### src/rtl/slot_reel_counter.sv
// slot_reel_counter: octal reel digit that advances at a prescaled rate while
// the sequencer holds `running`, then freezes, latches the final symbol,
// pulses result_valid and counts the completed spin. Also drives an
// active-low 7-segment pattern of the live digit, one clock behind it.
module slot_reel_counter #(
  parameter int DIV = 4
) (
  input  logic       clock,
  input  logic       reset,
  input  logic       running,
  output logic [2:0] digit,
  output logic [2:0] stopped_digit,
  output logic       result_valid,
  output logic       spinning,
  output logic [7:0] spin_count,
  output logic [6:0] seg
);

  localparam logic [15:0] LP_LAST = 16'(DIV - 1);

  typedef enum logic [1:0] {
    S_IDLE,
    S_SPIN,
    S_STOPPED
  } state_t;

  state_t      r_state, w_state_nx;
  logic [15:0] r_presc, w_presc_nx;
  logic [2:0]  r_digit, w_digit_nx;
  logic [2:0]  r_stop,  w_stop_nx;
  logic        r_valid, w_valid_nx;
  logic [7:0]  r_count, w_count_nx;
  logic [6:0]  r_seg;

  // Active-low {g,f,e,d,c,b,a} pattern for one octal digit.
  function automatic logic [6:0] seg_of(input logic [2:0] d);
    logic [6:0] s;
    s = 7'h40;
    case (d)
      3'd0: s = 7'h40;
      3'd1: s = 7'h79;
      3'd2: s = 7'h24;
      3'd3: s = 7'h30;
      3'd4: s = 7'h19;
      3'd5: s = 7'h12;
      3'd6: s = 7'h02;
      3'd7: s = 7'h78;
      default: s = 7'h40;
    endcase
    return s;
  endfunction

  // State and datapath registers; the async reset returns everything to IDLE.
  always_ff @(posedge clock or negedge reset) begin
    if (!reset) begin
      r_state <= S_IDLE;
      r_presc <= '0;
      r_digit <= '0;
      r_stop  <= '0;
      r_valid <= 1'b0;
      r_count <= '0;
    end else begin
      r_state <= w_state_nx;
      r_presc <= w_presc_nx;
      r_digit <= w_digit_nx;
      r_stop  <= w_stop_nx;
      r_valid <= w_valid_nx;
      r_count <= w_count_nx;
    end
  end

  // Next-state logic: entry edge only clears the prescaler; a stop always
  // wins over a pending step, so the latched symbol is the pre-edge digit.
  always_comb begin
    w_state_nx = r_state;
    w_presc_nx = r_presc;
    w_digit_nx = r_digit;
    w_stop_nx  = r_stop;
    w_valid_nx = 1'b0;
    w_count_nx = r_count;
    case (r_state)
      S_IDLE, S_STOPPED: begin
        if (running) begin
          w_state_nx = S_SPIN;
          w_presc_nx = '0;
        end
      end
      S_SPIN: begin
        if (running) begin
          if (r_presc == LP_LAST) begin
            w_digit_nx = r_digit + 3'd1;
            w_presc_nx = '0;
          end else begin
            w_presc_nx = r_presc + 16'd1;
          end
        end else begin
          w_state_nx = S_STOPPED;
          w_stop_nx  = r_digit;
          w_valid_nx = 1'b1;
          w_count_nx = r_count + 8'd1;
          w_presc_nx = '0;
        end
      end
      default: w_state_nx = S_IDLE;
    endcase
  end

  // Registered display decode, one clock behind the live digit.
  always_ff @(posedge clock or negedge reset) begin
    if (!reset) r_seg <= 7'h40;
    else        r_seg <= seg_of(r_digit);
  end

  assign digit         = r_digit;
  assign stopped_digit = r_stop;
  assign result_valid  = r_valid;
  assign spinning      = (r_state == S_SPIN);
  assign spin_count    = r_count;
  assign seg           = r_seg;

endmodule

### config.mk
export PLATFORM = sky130hd
export DESIGN_NAME = slot_reel_counter
export DESIGN_NICKNAME = d
export VERILOG_FILES = /design/src/rtl/slot_reel_counter.sv
export SDC_FILE = /design/constraint.sdc
export NUM_CORES = 1
export LEC_CHECK = 0
export ABC_AREA = 1
export CORE_UTILIZATION = 29
export DETAILED_ROUTE_END_ITERATION = 10
export GPL_TIMING_DRIVEN = 0
export RECOVER_POWER = 25
export SYNTH_ARGS = -nofsm -noshare
export SYNTH_HDL_FRONTEND = slang
export SYNTH_SLANG_ARGS = --single-unit
### constraint.sdc
create_clock -name clock -period 1.97 [get_ports clock]
set_input_delay 0.394 -clock clock [delete_from_list [all_inputs] [get_ports clock]]
set_output_delay 0.394 -clock clock [all_outputs]
set_load 0.005 [all_outputs]
==> out/metrics.csv <==
stage,metric,value,unit
routing,via count,1517,
setup_path,CP top delay family,buffers and inverters,
synth,"EDFF count, synth",0,
timing,Hold Fails Final Rpt,0,
timing,hold_ws,0.2009,ns
place,input/output buffers,25,
synth,register area share after synthesis,50.35,%
grt,grt total ovfl,0,
run_status,status,completed,
clock_tree,Post-CTS Setup Repair Bufs,0,
finish,antenna cells,0,
routing,routed vias/inst,4.423,
setup_path,Reg2Reg Setup Slack,0.43,ns
finish,Storage cell area,0.001002,mm²
clock_tree,H-tree levels,2,
floorplanning,core box area,0.006495,mm²
timing,crit share post-route,92.60,%
setup_path,RR Startpoint,r_presc[0]$_DFFE_PN0P_,
setup_path,max incr delay on CP,0.52,ns
setup_path,Critical Path Stages,2,
synth,syn_nets,242,
setup_path,CP Capture Point,spinning,
setup_path,CP required,1.58,ns
worst_hold_path,Hold Path Class,in2async,
timing,# setup viols final,0,
routing,routed wire length per instance,11.49,µm
synth,synthesized area,0.001991,mm²
grt,number of global-route vias before repair,1545,
setup_path,buffers plus inverters on the worst setup path,1,
timing,worst clock skew,0.003211,ns
timing,Worst-Margin Slew,0.9230,ns
power_and_ir_drop,Peak supply drop,0.7061,mV
synth,Post-Synthesis Cells,232,
power_and_ir_drop,pwr dens,970.7,mW/mm²
clock_tree,CTS clock-pin slew for the worst setup and hold paths,0.08,ns
routing,length of the first detailed-routing pass in iterations,6,
synth,most frequent cells after synthesis,"nand2_1 (58), dfrtp_1 (39), nor2_1 (38)",
setup_path,"Cell Chain, Critical Path","nor2_4, clkdlybuf4s50_1",
timing,min cycle time layout,1.824,ns
synth,syn_area_per_cell,8.580,µm²
power_and_ir_drop,Static Leak,0.001112,µW
setup_path,worst-path fanout max,4,
synth,"Distinct cells, synth",24,
synth,Synth area leaders,"dfrtp_1 (49%), nand2_1 (11%), nor2_1 (7.2%), ha_1 (4.4%), xor2_1 (4.0%)",
timing,fmax,548.2,MHz
synth,Synth Register Bits,40,
grt,GRT Util Overall,12.69,%
setup_path,kind of critical path,reg2out,
grt,first-pass GRT wire length,7038,µm
floorplanning,IO Count,26,
timing,RSZ-0062 raised after global routing,no,
setup_path,CP startpoint,r_state[1]$_DFFE_PN0P_,
clock_tree,root cell of the clock tree,clkbuf_8,
synth,Synth area leader,dfrtp_1,
setup_path,"slowest stage cell, crit path",clkdlybuf4s50_1,
floorplanning,num rows,29,
synth,post-synth top area share,49.03,%
finish,layout cells sized above 1,10.15,%
clock_tree,post_cts resized,0,
synth,"Top FF cell, synth",dfrtp_1,
finish,fillers,681,
routing,initial drt markers,59,
grt,initial antenna violation count,0,
finish,nets@finish,275,
floorplanning,Die Ht,84.85,µm
clock_tree,clk_lat worst skew,0.30,ns
setup_path,Setup crit end kind,primary output,
routing,number of nets still failing antenna checks after routing,0,
clock_tree,TritonCTS clock tree,yes,
setup_path,R2R depth,10,
synth,Yosys Warn Count,0,
synth,top-count cell post-synth,nand2_1,
setup_path,Worst Path Arrival,1.43,ns
clock_tree,total clock sinks,40,
synth,"Async S/R FF share, synth",100.0,%
routing,routed wire length,3942,µm
floorplanning,Die ar.,0.007200,mm²
floorplanning,Chip Width,84.85,µm
routing,DRC,0,
finish,multi-input logic area,882.1,µm²
floorplanning,Initial Utilization,30.65,%
finish,area delta synth->final,22.06,%
place,gpl congestion,0.7974,
clock_tree,Post-CTS Hold Buffers,0,
finish,Util after Layout,37.41,%
place,dpl hpwl,3013,µm
run,MaxCap Viol Count,0,
clock_tree,maximum clock insertion buffer count,2,
setup_path,RR Endpoint,r_presc[10]$_DFFE_PN0P_,
clock_tree,total CTS buffers,5,
grt,largest net degree at the start of global routing,25,
place,placed inst area,0.002352,mm²
finish,final instance area,0.002430,mm²
setup_path,crit start category,flip-flop,
timing,count of final max-slew check failures,0,
timing,Slew HR,38.46,%
[registers in the layout, summed over array words and instances (netlist names)]
name / count
r_presc: 16
r_state: 2
seg: 7
stopped_digit: 3
spin_count: 8
result_valid: 1
digit: 3
[report_power, final]
group	switching, µW	leakage [µW]	internal (µW)	total (µW)
registers	122	0.000518	976	1100
clock network	292	0.0000445	285	576
logic	312	0.000550	372	684
total	726	0.00111	1630	2360
[layout make-up]
class                      count  share of cell area (%)
multi-input combinational    166                   36.30
inverter                      23                   3.553
clock inverter                 1                  0.3090
tap                           77                   3.965
timing repair buffer          26                   10.25
buffer                         3                  0.8239
sequential                    40                   41.25
clock buffer                   7                   3.553
[worst min path at each step]
| stage | cells past startpoint | startpoint | endpoint | slack (ns) |
|---|---|---|---|---|
| 3_5_place_dp | 1 | reset | r_presc[9]$_DFFE_PN0P_ | 0.36 |
| 4_1_cts | 1 | reset | r_presc[9]$_DFFE_PN0P_ | 0.03 |
| 6_report | 1 | reset | r_presc[9]$_DFFE_PN0P_ | 0.20 |
| 2_1_floorplan | 0 | reset | digit[0]$_DFFE_PN0P_ | 0.1 |
| 3_3_place_gp | 2 | stopped_digit[2]$_DFFE_PN0P_ | stopped_digit[2]$_DFFE_PN0P_ | 0.48 |
| 5_1_grt | 1 | reset | r_presc[9]$_DFFE_PN0P_ | 0.28 |
[stage by stage]
stage | setup WS (ns) | total power [µW] | cells | setup TNS, ns
2_1_floorplan | 0.6633 | 1419 | 232 | 0
3_3_place_gp | -0.5488 | 1805 | 334 | -21.45
3_5_place_dp | 0.1646 | 1814 | 335 | 0
4_1_cts | 0.1212 | 2399 | 343 | 0
5_1_grt | 0.07801 | 2522 | 343 | 0
6_report | 0.1459 | 2359 | 343 | 0
[layout by cell type (no fill, tap or decap), types with 4 or more instances in the layout]
cell	netlist	final
clkdlybuf4s50_1	0	24
nand4_1	6	6
o21ai_0	11	11
nor2_1	38	38
dfrtp_1	39	39
nand2_2	4	4
nand3_1	12	12
xor2_1	9	9
xnor2_1	5	5
nand2_1	58	58
clkbuf_8	0	6
ha_1	7	7
inv_1	20	20
[routing by layer]
metal | track usage [%] | vias up | wire length (µm)
met3 | 4.183 | 8 | 237
met4 | 6.009 | 0 | 76
met2 | 19.51 | 30 | 1728
li1 | - | 787 | -
met1 | 16.22 | 692 | 1900
met5 | 0 | - | 0
[logic make-up after synthesis]
logic type,Yosys count,synth area share [%]
adder cells (fa/ha/maj),7,4.400
flip-flops,40,50.35
buffers and inverters,26,5.342
AO/OA/AOI/OAI,16,4.022
AND/OR/NAND/NOR,129,29.73
XOR/XNOR,14,6.160
(Power assumes the default switching activity.)
